`config.mk`:
```
export PLATFORM = sky130hd
export DESIGN_NAME = seq_mul_csa_flat
export DESIGN_NICKNAME = d
export VERILOG_FILES = /design/src/rtl/seq_mul_pkg.sv /design/src/rtl/seq_mul_csa_if.sv /design/src/rtl/seq_mul_csa_adder.sv /design/src/rtl/seq_mul_ppgen.sv /design/src/rtl/seq_mul_csa.sv /design/src/flat_wrapper.sv
export SDC_FILE = /design/constraint.sdc
export NUM_CORES = 1
export LEC_CHECK = 0
export CELL_PAD_IN_SITES_DETAIL_PLACEMENT = 0
export CELL_PAD_IN_SITES_GLOBAL_PLACEMENT = 1
export CORE_MARGIN = 5
export CORE_UTILIZATION = 35
export CTS_CLUSTER_DIAMETER = 150
export DETAILED_ROUTE_END_ITERATION = 10
export PLACE_DENSITY = 0.76
export SLEW_MARGIN = 20
export SYNTH_ARGS = -nofsm -noshare
export SYNTH_HDL_FRONTEND = slang
export SYNTH_SLANG_ARGS = --single-unit
```
`constraint.sdc`:
```
create_clock -name clk -period 5.3 [get_ports clk]
set_input_delay 0.53 -clock clk [delete_from_list [all_inputs] [get_ports clk]]
set_output_delay 0.53 -clock clk [all_outputs]
set_load 0.03 [all_outputs]
```
`src/rtl/seq_mul_pkg.sv`:
```
// Shared types and constants for the iterative RV32M multiplier (seq_mul_csa).
package seq_mul_pkg;

    localparam int MUL_EXT_W = 34;
    localparam int MUL_ACC_W = 36;
    localparam int MUL_ITERS = 17;

    typedef enum logic [1:0] {
        MUL    = 2'b00,
        MULH   = 2'b01,
        MULHSU = 2'b10,
        MULHU  = 2'b11
    } mul_op_e;

    typedef enum logic [1:0] {
        IDLE = 2'b00,
        BUSY = 2'b01,
        DONE = 2'b10
    } mul_state_e;

    // Widen a 32-bit operand to the 34-bit internal width, signed or unsigned.
    function automatic logic [MUL_EXT_W-1:0] ext_operand(input logic [31:0] v, input logic sgn);
        return {{(MUL_EXT_W-32){sgn & v[31]}}, v};
    endfunction

endpackage

```
`src/rtl/seq_mul_csa_if.sv`:
```
// Handshake and operand bundle between issue/bypass logic, the multiplier and writeback.
interface seq_mul_csa_if #(
    parameter int XLEN = 32
);
    logic            flush_i;
    logic            in_valid_i;
    logic            in_ready_o;
    logic [1:0]      op_i;
    logic [XLEN-1:0] rs1_i;
    logic [XLEN-1:0] rs2_i;
    logic            out_valid_o;
    logic            out_ready_i;
    logic [XLEN-1:0] result_o;
    logic            busy_o;

    modport master (
        output flush_i, in_valid_i, op_i, rs1_i, rs2_i, out_ready_i,
        input  in_ready_o, out_valid_o, result_o, busy_o
    );

    modport slave (
        input  flush_i, in_valid_i, op_i, rs1_i, rs2_i, out_ready_i,
        output in_ready_o, out_valid_o, result_o, busy_o
    );
endinterface

```
`src/rtl/seq_mul_csa_adder.sv`:
```
// Generic 3:2 carry-save compressor; carry_o is already aligned one bit to the left.
module seq_mul_csa_adder #(
    parameter int W = 36
) (
    input  logic [W-1:0] a_i,
    input  logic [W-1:0] b_i,
    input  logic [W-1:0] c_i,
    output logic [W-1:0] sum_o,
    output logic [W-1:0] carry_o
);

    always_comb begin
        sum_o      = a_i ^ b_i ^ c_i;
        carry_o    = '0;
        for (int i = 1; i < W; i++) begin
            carry_o[i] = (a_i[i-1] & b_i[i-1]) | (a_i[i-1] & c_i[i-1]) | (b_i[i-1] & c_i[i-1]);
        end
    end

endmodule

```
`src/rtl/seq_mul_ppgen.sv`:
```
// Partial-product pair for one radix-2x2 step; bit 33 of the multiplier carries negative weight.
module seq_mul_ppgen
    import seq_mul_pkg::*;
(
    input  logic [1:0]           bits_i,
    input  logic [MUL_EXT_W-1:0] mcand_i,
    input  logic [MUL_EXT_W-1:0] neg_mcand_i,
    input  logic                 last_i,
    output logic [MUL_ACC_W-1:0] pp0_o,
    output logic [MUL_ACC_W-1:0] pp1_o
);

    logic [MUL_EXT_W-1:0] pp1_src;

    always_comb begin
        pp1_src = last_i ? neg_mcand_i : mcand_i;
        pp0_o   = bits_i[0] ? {{(MUL_ACC_W-MUL_EXT_W){mcand_i[MUL_EXT_W-1]}}, mcand_i} : '0;
        pp1_o   = bits_i[1] ? {pp1_src[MUL_EXT_W-1], pp1_src, 1'b0} : '0;
    end

endmodule

```
`src/rtl/seq_mul_csa.sv`:
```
// Iterative RV32M multiplier (MUL/MULH/MULHSU/MULHU), 2 multiplier bits per cycle.
// Optional SEQ_MUL_ZERO_BYPASS_EN: a zero operand at accept skips straight to DONE with result 0.
//
// state | meaning
// IDLE  | ready to accept operands
// BUSY  | 17 carry-save iterations in progress
// DONE  | first cycle formats result; then holds out_valid_o until out_ready_i
module seq_mul_csa
    import seq_mul_pkg::*;
#(
    parameter int XLEN           = 32,
    parameter int BITS_PER_CYCLE = 2
) (
    input  logic           clk,
    input  logic           rst_n,
    seq_mul_csa_if.slave   bus
);

    if (BITS_PER_CYCLE != 2) begin : g_bpc_check
        $error("seq_mul_csa supports only BITS_PER_CYCLE == 2");
    end

    mul_state_e           state_q, state_d;
    mul_op_e              op_q, op_d;
    logic [MUL_EXT_W-1:0] mcand_q, mcand_d;
    logic [MUL_EXT_W-1:0] neg_mcand_q, neg_mcand_d;
    logic [MUL_EXT_W-1:0] mplr_q, mplr_d;
    logic [MUL_ACC_W-1:0] acc_q, acc_d;
    logic [MUL_EXT_W-1:0] low_q, low_d;
    logic [4:0]           iter_q, iter_d;
    logic [XLEN-1:0]      result_q, result_d;
    logic                 out_valid_q, out_valid_d;
    logic                 in_ready_q, in_ready_d;
    logic                 busy_q, busy_d;

    logic [MUL_ACC_W-1:0] pp0, pp1, csa_sum, csa_carry, acc_sum;
    logic [MUL_EXT_W-1:0] mcand_ext, mplr_ext;
    logic [XLEN-1:0]      prod_lo, prod_hi;
    logic                 last_iter;
    logic                 unused_acc_hi;

    assign last_iter = (iter_q == 5'(MUL_ITERS - 1));

    seq_mul_ppgen u_ppgen (
        .bits_i      (mplr_q[1:0]),
        .mcand_i     (mcand_q),
        .neg_mcand_i (neg_mcand_q),
        .last_i      (last_iter),
        .pp0_o       (pp0),
        .pp1_o       (pp1)
    );

    seq_mul_csa_adder #(.W(MUL_ACC_W)) u_csa (
        .a_i     (acc_q),
        .b_i     (pp0),
        .c_i     (pp1),
        .sum_o   (csa_sum),
        .carry_o (csa_carry)
    );

    assign acc_sum = csa_sum + csa_carry;

    // After 17 steps low_q holds product[33:0] and acc_q holds product >> 34.
    assign prod_lo       = low_q[XLEN-1:0];
    assign prod_hi       = {acc_q[XLEN-3:0], low_q[MUL_EXT_W-1:MUL_EXT_W-2]};
    assign unused_acc_hi = ^acc_q[MUL_ACC_W-1:XLEN-2];

    assign mcand_ext = ext_operand(bus.rs1_i,
                                   (bus.op_i == MULH) || (bus.op_i == MULHSU));
    assign mplr_ext  = ext_operand(bus.rs2_i, bus.op_i == MULH);

    always_comb begin
        state_d     = state_q;
        op_d        = op_q;
        mcand_d     = mcand_q;
        neg_mcand_d = neg_mcand_q;
        mplr_d      = mplr_q;
        acc_d       = acc_q;
        low_d       = low_q;
        iter_d      = iter_q;
        result_d    = result_q;
        out_valid_d = out_valid_q;

        case (state_q)
            IDLE: begin
                if (bus.in_valid_i) begin
                    op_d        = mul_op_e'(bus.op_i);
                    mcand_d     = mcand_ext;
                    neg_mcand_d = '0 - mcand_ext;
                    mplr_d      = mplr_ext;
                    acc_d       = '0;
                    low_d       = '0;
                    iter_d      = '0;
                    state_d     = BUSY;
`ifdef SEQ_MUL_ZERO_BYPASS_EN
                    if ((bus.rs1_i == '0) || (bus.rs2_i == '0)) begin
                        state_d     = DONE;
                        result_d    = '0;
                        out_valid_d = 1'b1;
                    end
`endif
                end
            end
            BUSY: begin
                acc_d  = {{2{acc_sum[MUL_ACC_W-1]}}, acc_sum[MUL_ACC_W-1:2]};
                low_d  = {acc_sum[1:0], low_q[MUL_EXT_W-1:2]};
                mplr_d = {2'b00, mplr_q[MUL_EXT_W-1:2]};
                iter_d = iter_q + 5'd1;
                if (last_iter) begin
                    state_d = DONE;
                end
            end
            DONE: begin
                if (!out_valid_q) begin
                    result_d    = (op_q == MUL) ? prod_lo : prod_hi;
                    out_valid_d = 1'b1;
                end else if (bus.out_ready_i) begin
                    state_d     = IDLE;
                    out_valid_d = 1'b0;
                    result_d    = '0;
                end
            end
            default: state_d = IDLE;
        endcase

        if (bus.flush_i) begin
            state_d     = IDLE;
            out_valid_d = 1'b0;
            result_d    = '0;
        end

        in_ready_d = (state_d == IDLE);
        busy_d     = (state_d != IDLE);
    end

    always_ff @(posedge clk or negedge rst_n) begin
        if (!rst_n) begin
            state_q     <= IDLE;
            op_q        <= MUL;
            mcand_q     <= '0;
            neg_mcand_q <= '0;
            mplr_q      <= '0;
            acc_q       <= '0;
            low_q       <= '0;
            iter_q      <= '0;
            result_q    <= '0;
            out_valid_q <= 1'b0;
            in_ready_q  <= 1'b1;
            busy_q      <= 1'b0;
        end else begin
            state_q     <= state_d;
            op_q        <= op_d;
            mcand_q     <= mcand_d;
            neg_mcand_q <= neg_mcand_d;
            mplr_q      <= mplr_d;
            acc_q       <= acc_d;
            low_q       <= low_d;
            iter_q      <= iter_d;
            result_q    <= result_d;
            out_valid_q <= out_valid_d;
            in_ready_q  <= in_ready_d;
            busy_q      <= busy_d;
        end
    end

    assign bus.in_ready_o  = in_ready_q;
    assign bus.out_valid_o = out_valid_q;
    assign bus.result_o    = result_q;
    assign bus.busy_o      = busy_q;

endmodule
```
`src/flat_wrapper.sv`:
```
// flat-port wrapper written by rule: the top's interface ports become plain ports
module seq_mul_csa_flat import seq_mul_pkg::*;
#(
    parameter int XLEN           = 32,
    parameter int BITS_PER_CYCLE = 2
)
  (clk, rst_n, bus_flush_i, bus_in_valid_i, bus_op_i, bus_rs1_i, bus_rs2_i, bus_out_ready_i, bus_in_ready_o, bus_out_valid_o, bus_result_o, bus_busy_o);
  seq_mul_csa_if #(.XLEN(XLEN)) bus_i ();
  input  logic clk;
  input  logic rst_n;
  input wire logic [$bits(bus_i.flush_i)-1:0] bus_flush_i;
  input wire logic [$bits(bus_i.in_valid_i)-1:0] bus_in_valid_i;
  input wire logic [$bits(bus_i.op_i)-1:0] bus_op_i;
  input wire logic [$bits(bus_i.rs1_i)-1:0] bus_rs1_i;
  input wire logic [$bits(bus_i.rs2_i)-1:0] bus_rs2_i;
  input wire logic [$bits(bus_i.out_ready_i)-1:0] bus_out_ready_i;
  output wire logic [$bits(bus_i.in_ready_o)-1:0] bus_in_ready_o;
  output wire logic [$bits(bus_i.out_valid_o)-1:0] bus_out_valid_o;
  output wire logic [$bits(bus_i.result_o)-1:0] bus_result_o;
  output wire logic [$bits(bus_i.busy_o)-1:0] bus_busy_o;
  assign bus_i.flush_i = bus_flush_i;
  assign bus_i.in_valid_i = bus_in_valid_i;
  assign bus_i.op_i = bus_op_i;
  assign bus_i.rs1_i = bus_rs1_i;
  assign bus_i.rs2_i = bus_rs2_i;
  assign bus_i.out_ready_i = bus_out_ready_i;
  assign bus_in_ready_o = bus_i.in_ready_o;
  assign bus_out_valid_o = bus_i.out_valid_o;
  assign bus_result_o = bus_i.result_o;
  assign bus_busy_o = bus_i.busy_o;
  seq_mul_csa #(.XLEN(XLEN), .BITS_PER_CYCLE(BITS_PER_CYCLE)) u_core (.clk(clk), .rst_n(rst_n), .bus(bus_i));
endmodule
```
==> results of run 1 <==
-- through the flow --
stage	total power [mW]	util, %	area (um^2)	worst slack (ns)	hold slack, ns
after global placement	4.16	39.4	14300	0.798	0.462
final	6.02	41.8	15200	0.796	0.0312
after detailed placement	4.19	39.4	14300	0.772	0.466
after CTS	6.06	41.8	15200	0.769	0.0600
after global routing	6.44	41.8	15200	0.527	0.0819
after floorplan	3.52	-	12800	1.19	0.234
-- placed cells by master (no fill, tap or decap), types with 5 or more instances in the layout --
| cell | instances |
|---|---|
| o21ai_1 | 5 |
| nor3_1 | 9 |
| clkbuf_1 | 6 |
| o21a_1 | 6 |
| a21oi_1 | 76 |
| o31ai_1 | 5 |
| dfrtp_1 | 209 |
| o211ai_1 | 7 |
| xor2_1 | 33 |
| nor2_1 | 46 |
| fa_1 | 35 |
| xnor2_1 | 20 |
| clkbuf_8 | 5 |
| clkbuf_16 | 27 |
| nor4_1 | 7 |
| nand2_1 | 309 |
| nand3_1 | 11 |
| a22oi_1 | 33 |
| mux2_2 | 29 |
| nor2b_1 | 37 |
| a22o_1 | 37 |
| a31oi_1 | 5 |
| clkdlybuf4s50_1 | 104 |
| o21ai_0 | 147 |
| a21o_1 | 14 |
| nand4_1 | 9 |
| ha_1 | 39 |
| mux2i_1 | 33 |
| inv_1 | 107 |
| buf_4 | 14 |
| and2_1 | 7 |
| nand2b_1 | 7 |
-- area by class of cell --
type                       count  area share [%]
clock buffer                  37            4.95
clock inverter                11           0.938
inverter                     107            2.64
multi-input combinational   1034            45.0
sequential                   211            34.7
tap                          468            3.85
timing repair buffer         121            7.89
-- path summary, 6_finish.rpt --
kind | slack (ns) | endpoint | start
min in group clk | 0.47 | u_core.neg_mcand_q[8] | u_core.neg_mcand_q[8]
min reg2reg | 0.47 | u_core.neg_mcand_q[8] | u_core.neg_mcand_q[8]
max | 0.80 | u_core.acc_q[30] | u_core.iter_q[0]
max in group asynchronous | 4.04 | u_core.state_q[0] | rst_n
max reg2reg | 0.80 | u_core.acc_q[30] | u_core.iter_q[0]
min | 0.03 | u_core.neg_mcand_q[6] | rst_n
-- state kept, by name (all words and copies together), names as in the netlist --
register	flops
u_core.mplr_q	33
u_core.mcand_q	32
u_core.bus.result_o	32
u_core.low_q	34
u_core.bus.out_valid_o	1
u_core.state_q	2
u_core.neg_mcand_q	34
u_core.op_q	2
u_core.bus.in_ready_o	1
u_core.iter_q	5
u_core.acc_q	34
u_core.bus.busy_o	1
-- cells by family (layout without fill, tap and decap cells) --
group           after synthesis  after routing  synth area share, %
compound gates              367            367                 17.8
xor+xnor                     54             54                 3.76
fa+ha+maj                    74             74                 9.30
buf+inv                     187            276                 5.56
flops                       211            211                 41.3
mux                          62             62                 5.14
simple gates                477            477                 17.1
-- power breakdown --
group | internal (mW) | switching [mW]
combinational | 0.778 | 1.24
sequential | 1.88 | 0.285
clock | 1.14 | 0.699
total | 3.79 | 2.23
-- layer usage --
layer	track usage, %	part of all wire, %	vias to the layer above
met2	23.5	41	217
met1	26.1	53	4893
li1	-	-	5012
met5	0	0	-
met4	3.61	1.5	0
met3	2.13	4.1	30
==> metrics.txt, run 1 <==
most common library cells after synthesis=309 x nand2_1, 210 x dfrtp_1, 147 x o21ai_0; mapped cell area=roughly 13000 um^2; Critical Path, Cell by Cell=inv_1 -> ha_1 -> nand2_1 -> nor3_4 -> buf_12 -> mux2_2 -> nand2_1 -> fa_1 -> inv_1 -> ha_1 -> nand2_1 -> nor4_1 -> o211ai_1 -> a31oi_1 -> nor2_1 -> or4_1 -> nand3_1; # clock sinks=211; setup tns final=0 ns; antenna violations before repair=0; largest cells by area after synthesis=dfrtp_1 41%, nand2_1 9.1%, o21ai_0 5.8%, fa_1 5.5%, ha_1 3.8%; CP max stage cell=nor3_4; syn_nets=between 1500 and 2000; fillers=3558; first-pass GRT wire length=55500 um; IO Pins=106; sequential share of the synthesized area=roughly 41%; critical path arrival=about 5.0 ns; Max VDD drop=roughly 150 uV; routed vias/inst=approximately 5.1; Post-synth EDFFs=0; via count=between 10000 and 15000; largest net degree at the start of global routing=120; outcome=completed; Die Ht=approximately 200 um; slew of the pin with the lowest slew margin=1.03 ns; # rows=70; Clk Latency, worst-skew pair=0.53 ns; port bufs=about 110; YS warnings=0; Synth area leader=dfrtp_1; fin cells=between 1500 and 2000; Post-Synthesis Cells=around 1400; period utilization=between 80% and 90%; Post-DRT Antenna Nets=0; hold buffers post-CTS=0; post-route minimum period=4.50 ns; WP data required=5.77 ns; Fmax=about 0.22 GHz; Max Slew Vio Count=0; Leakage=6.86 nW; # Post-CTS Setup Buffers=0; multi-input logic area=around 6800 um^2; Overall Global Routing Usage=roughly 16%; vias in the first global route=10118; WL final=about 34000 um; Max clock buf depth=3; gpl congestion=0.846; Slew HR=around a third; post-DP HPWL=24600 um; GR Overflow Total=0; CTS tree=done; Clock Tree Root=clkbuf_16; final hold violations=0; largest fanout on the critical path=23; Setup Skew=roughly 0.0085 ns; most used cell, CP=nand2_1; flops & latches, synth=between 200 and 250; DRC viols=0; Gates resized, CTS repair=0; most used flip-flop cell after synthesis=dfrtp_1; Max-Cap Viols=0; reg2reg path depth=17; final setup vio count=0; Setup CP Type=flip-flop to flip-flop; CP peak stage delay=0.58 ns; worst path bufs/invs=3; Initial DRC Count=696; crit start category=flip-flop; share of the synthesized area in the top cell type=41.1%; Worst setup EP type=flip-flop; DP Cell Count=~1900; P per Cell Area=between 300 and 400 nW/um^2; nets=~1600; number of stages on the worst setup path=17; DRT Pass-1 Iters=6; H-tree Lvls=1; CP top delay family=simple AND/OR/NAND/NOR gates; Num CTS Buffers=26; Synth cell types=71; area grow syn2layout=19.0%; worst hold path class=input pin to asynchronous set/reset pin; most common cell in the netlist=nand2_1; starting density of the core=around a third; placeable core region=36300 um^2; syn avg cell area=8.93 um^2; register area=roughly 5300 um^2; Worst-path clk slew=0.06 ns; DR WL/cell=roughly 17 um; unrepaired setup endpoints after global routing=false; ys async rst share=between 90% and 100%; share of layout cells above drive strength 1=roughly 8.0%; die span in x=just over 200 um; diode count=0; die area=a little over 40000 um^2
(Power assumes the default switching activity.)
==> run 2, diff against run 1 <==
clock period = 4.15 ns   (was 5.3 ns; I/O delays follow)
==> metrics.txt, run 2 (synthesis results as in run 1) <==
GR Overflow Total=0; worst hold path class=input pin to asynchronous set/reset pin; final worst setup slack=0.188 ns; slew of the pin with the lowest slew margin=around 0.9 ns; logic gate share of total power=a little over a third; final setup vio count=0; die span in x=201 um; largest fanout on the critical path=12; setup tns final=0 ns; WP data required=between 4 and 5 ns; IO Pins=~110; hold buffers post-CTS=0; Initial DRC Count=between 700 and 800; crit start category=flip-flop; starting density of the core=35.2%; commonest non-fill, non-tap cell in the layout=nand2_1; Flop pwr share=between 30% and 40%; Setup CP Type=flip-flop to flip-flop; worst setup path startpoint=u_core.iter_q[1]; routed vias/inst=5.10; DRT Pass-1 Iters=5; Die Ht=approximately 200 um; Clock Tree Root=clkbuf_16; Overall Global Routing Usage=between 10% and 20%; Worst setup EP type=flip-flop; gpl congestion=about 0.87; commonest non-fill, non-tap cells in the layout=309 x nand2_1, 210 x dfrtp_1, 144 x o21ai_0, 107 x inv_1, 104 x clkdlybuf4s50_1; switching power=2.88 mW; outcome=complete, but fails checks; vias in the first global route=between 10000 and 15000; fillers=~3600; DRC viols=0; share of layout cells above drive strength 1=under 10%; post-route minimum period=approximately 4 ns; Max-Cap Viols=0; pre-CTS WS=about 0.072 ns; Clk Latency, worst-skew pair=0.53 ns; final hold violations=7; WL final=34800 um; post-layout power=7.53 mW; hold_ws=-0.0174 ns; placeable core region=~36000 um^2; Slew HR=approximately two fifths; Leakage=slightly below 7 nW; DR WL/cell=17.3 um; CTS tree=done; P per Cell Area=between 400 and 500 nW/um^2; diode count=0; Worst-path clk slew=0.07 ns; Post-DRT Antenna Nets=0; # rows=70; Clk pwr share=about 27%; FF-to-FF Start=u_core.iter_q[1]; sw frac=38.2%; Fmax=~0.25 GHz; first-pass GRT wire length=57000 um; Final Util=between 40% and 50%; critical path arrival=between 4 and 5 ns; Int Pwr=between 4 and 5 mW; port bufs=~110; Max clock buf depth=3; # clock sinks=~210; failing checks=hold timing; area grow syn2layout=20.4%; largest net degree at the start of global routing=between 100 and 150; unrepaired setup endpoints after global routing=true; via count=10254; Setup Skew=roughly 0.011 ns; Max VDD drop=about 220 uV; Top Registers=u_core.acc_q: 34 flops, u_core.low_q: 34 flops, u_core.neg_mcand_q: 34 flops; period utilization=between 90% and 100%; post-DP HPWL=about 25000 um; antenna violations before repair=0; Max Slew Vio Count=0; die area=between 40000 and 50000 um^2; H-tree Lvls=1; nets=between 1500 and 2000; Num CTS Buffers=25
==> run 2: cell count changes in the layout (fill, tap and decap cells not counted), moves of 2 or more <==
cell	before	now
ha_1	39	36
buf_12	2	4
o21ai_2	0	3
clkbuf_1	6	8
ha_2	0	3
buf_4	14	36
o21ai_0	147	144
bufinv_16	3	0
==> run 2: path summary, 6_finish.rpt <==
kind	to	slack, ns	cells past startpoint
min	u_core.mcand_q[6]	-0.02	1
max	u_core.acc_q[27]	0.19	17
min reg2reg	u_core.neg_mcand_q[13]	0.48	2
min in group clk	u_core.neg_mcand_q[13]	0.48	2
max in group asynchronous	u_core.state_q[1]	3.21	2
max reg2reg	u_core.acc_q[27]	0.19	17
==> run 2: worst max-delay path: stages (launching register included) <==
cell and delay (ns):
dfrtp_1 0.41, inv_1 0.07, ha_1 0.13, nand2_1 0.08
nor3_4 0.13, buf_4 0.14, buf_12 0.14, mux2i_1 0.22
nor2b_1 0.08, fa_1 0.49, fa_2 0.42, a211oi_4 0.31
nor4_4 0.09, o31ai_2 0.29, o22ai_2 0.18, a2111oi_4 0.40
xor2_1 0.18, o21ai_1 0.07
==> run 2: layout make-up <==
class | instances | area, um^2 | area share (%)
clock buffers | 37 | 711 | 4.62
clock inverters | 7 | 47.5 | 0.309
inverters | 107 | 402 | 2.61
multi-input cells | 1034 | 6930 | 45.0
flip-flops and latches | 211 | 5280 | 34.3
well taps | 468 | 586 | 3.81
repair buffers | 146 | 1430 | 9.29
==> run 2: what timing repair did <==
item,in CTS,in global routing
gates resized for setup,0,21
setup buffers,0,7
hold endpoints to repair,0,0
setup endpoints to repair,0,14
==> run 2: power groups by stage <==
stage	clock, mW	combinational [mW]	sequential [mW]
2_1_floorplan	0	1.88	2.61
3_3_place_gp	0	2.64	2.78
3_5_place_dp	0	2.65	2.78
4_1_cts	2.13	2.67	2.75
5_1_grt	2.19	3.09	2.80
6_report	2.06	2.72	2.76
==> run 2: layer usage <==
layer	global-route usage (%)	routed length, um	vias to the layer above
met2	24.3	14600	195
met4	3.29	510	0
met5	0	0	-
met1	26.9	18400	4968
li1	-	-	5056
met3	2.22	1360	35
==> run 2: stage by stage <==
step	area [um^2]	hold WS, ns	std cells
2_1_floorplan	12800	0.119	1432
3_3_place_gp	14500	0.458	1958
3_5_place_dp	14500	0.459	1958
4_1_cts	15200	0.0249	2002
5_1_grt	15400	0.0677	2010
6_report	15400	-0.0174	2010
==> run 3, diff against run 2 <==
MAX_ROUTING_LAYER = met4   (was unset)
RECOVER_POWER = 100   (was unset)
==> metrics.txt, run 3 (synthesis results as in run 1) <==
outcome=complete, but fails checks; failing checks=capacitance limit, slew limit; slew of the pin with the lowest slew margin=2.13 ns; largest fanout on the critical path=7; reg2reg path depth=17; Setup CP Type=flip-flop to flip-flop; Fmax=0.248 GHz; Setup Skew=~0.010 ns; Max clock buf depth=3; Post-DRT Antenna Nets=0; Max-Cap Viols=3; antenna violations before repair=0; worst setup path startpoint=u_core.iter_q[0]; Top Registers=u_core.acc_q: 34 flops, u_core.low_q: 34 flops, u_core.neg_mcand_q: 34 flops; via count=about 10000; Worst-path clk slew=around 0.060 ns; GR Overflow Total=0; Max VDD drop=between 200 and 250 uV; crit start category=flip-flop; final worst setup slack=approximately 0.12 ns; critical path arrival=4.43 ns; unrepaired setup endpoints after global routing=true; die span in x=~200 um; Max Slew Vio Count=139; final setup vio count=0; hold_ws=roughly 0.47 ns; reg2reg end=u_core.acc_q[29]; largest net degree at the start of global routing=between 90 and 100; Overall Global Routing Usage=about 17%; Num CTS Buffers=24; CTS tree=done; routed vias/inst=between 5 and 6; Slew HR=-42.1%; first-pass GRT wire length=roughly 57000 um; Worst setup EP type=flip-flop; share of layout cells above drive strength 1=between 10 and 15%; FF-to-FF Start=u_core.iter_q[0]; post-route minimum period=slightly above 4 ns; DR WL/cell=about 17 um; IO Pins=roughly 110; # clock sinks=211; WP data required=~4.6 ns; port bufs=105; nets=~1700; Leakage=~7.1 nW; Die Ht=201 um; commonest non-fill, non-tap cell in the layout=nand2_1; diode count=0; post-DP HPWL=24900 um; final hold violations=0; post-layout power=roughly 7.9 mW; commonest non-fill, non-tap cells in the layout=309 x nand2_1, 210 x dfrtp_1, 140 x o21ai_0, 107 x inv_1, 69 x clkdlybuf4s50_1; pre-CTS WS=-0.0181 ns; Critical Path End=u_core.acc_q[29]; Clock Tree Root=clkbuf_16; WL final=about 35000 um; DRC viols=0; Clk Latency, worst-skew pair=between 0.5 and 0.6 ns; H-tree Lvls=1; P per Cell Area=approximately 500 nW/um^2; area grow syn2layout=22.4%; fin cells=~2000; Initial DRC Count=slightly below 800; period utilization=around 97%; vias in the first global route=10220; die area=between 40000 and 50000 um^2; DP Cell Count=1959; worst hold path class=flip-flop to flip-flop; placeable core region=roughly 36000 um^2; DRT Pass-1 Iters=5; # rows=70; gpl congestion=slightly above 0.9; starting density of the core=a little over a third; R2R Setup Slk=roughly 0.12 ns
run 3: cell types whose count changed in the layout (fill, tap and decap cells not counted), moves of 3 or more:
cell / previous run / this run
ha_1: 36 / 30
o21ai_0: 144 / 140
clkdlybuf4s50_1: 104 / 69
bufinv_16: 0 / 4
a21oi_1: 75 / 68
ha_2: 3 / 8
o21ai_2: 3 / 6
a21oi_2: 2 / 8
dlygate4sd3_1: 0 / 36
clkbuf_2: 0 / 4
buf_4: 36 / 33
run 3: repair_timing:
action / CTS / global route
hold buffers: 1 / 0
pin swaps: 1 / 12
endpoints found under the setup margin: 1 / 14
cloned: 0 / 2
setup buffers: 0 / 11
endpoints found under the hold margin: 67 / 0
gates resized for setup: 1 / 52
run 3: metal layers:
metal  global-route usage (%)  up-vias  part of all wire, %
li1                         -     5092                    -
met1                     27.5     4953                   52
met2                     24.3      198                   42
met3                     1.79       29                  4.0
met4                     2.65        0                  1.1
met5                        -        -                    0
run 3: how the worst min path moves through the flow:
stage                                  from                      end  slack, ns  cells past startpoint
finish               u_core.neg_mcand_q[13]   u_core.neg_mcand_q[13]       0.47                      2
global route        u_core.bus.result_o[21]  u_core.bus.result_o[21]       0.50                      2
CTS                  u_core.neg_mcand_q[13]   u_core.neg_mcand_q[13]       0.47                      2
detailed placement   u_core.neg_mcand_q[13]   u_core.neg_mcand_q[13]       0.46                      2
global placement     u_core.neg_mcand_q[13]   u_core.neg_mcand_q[13]       0.45                      2
floorplan                             rst_n          u_core.acc_q[0]       0.12                      0
run 3: power by group:
group          internal (mW)  switching [mW]
clock                   1.46           0.868
sequential              2.40           0.363
combinational           1.10            1.68
run 3: worst max-delay path, stage by stage (launching register included):
cell	delay, ns
dfrtp_1	0.41
inv_1	0.07
ha_1	0.15
nand2_1	0.08
nor3_4	0.20
buf_4	0.15
buf_12	0.13
mux2i_1	0.21
nor2b_1	0.08
fa_1	0.49
fa_2	0.41
a211oi_4	0.31
nor4_4	0.11
o311ai_4	0.33
o211ai_4	0.18
nor2_2	0.16
o21ai_0	0.10
a221o_1	0.31
run 3: final cells by class:
class,instances,area [um^2]
Timing Repair Buffer,153,1460
Tap cell,468,586
Inverter,107,402
Multi-Input combinational cell,1034,7050
Clock inverter,7,135
Fill cell,3571,20700
Sequential cell,211,5280
Clock buffer,35,733
run 3: stage by stage:
step | setup TNS, ns | cell area, um^2 | util, %
floorplan | 0 | 12800 | -
global placement | 0 | 14500 | 39.8
detailed placement | -0.0181 | 14500 | 39.8
CTS | 0 | 15400 | 42.2
global route | -0.198 | 15600 | 43.0
finish | 0 | 15600 | 43.0
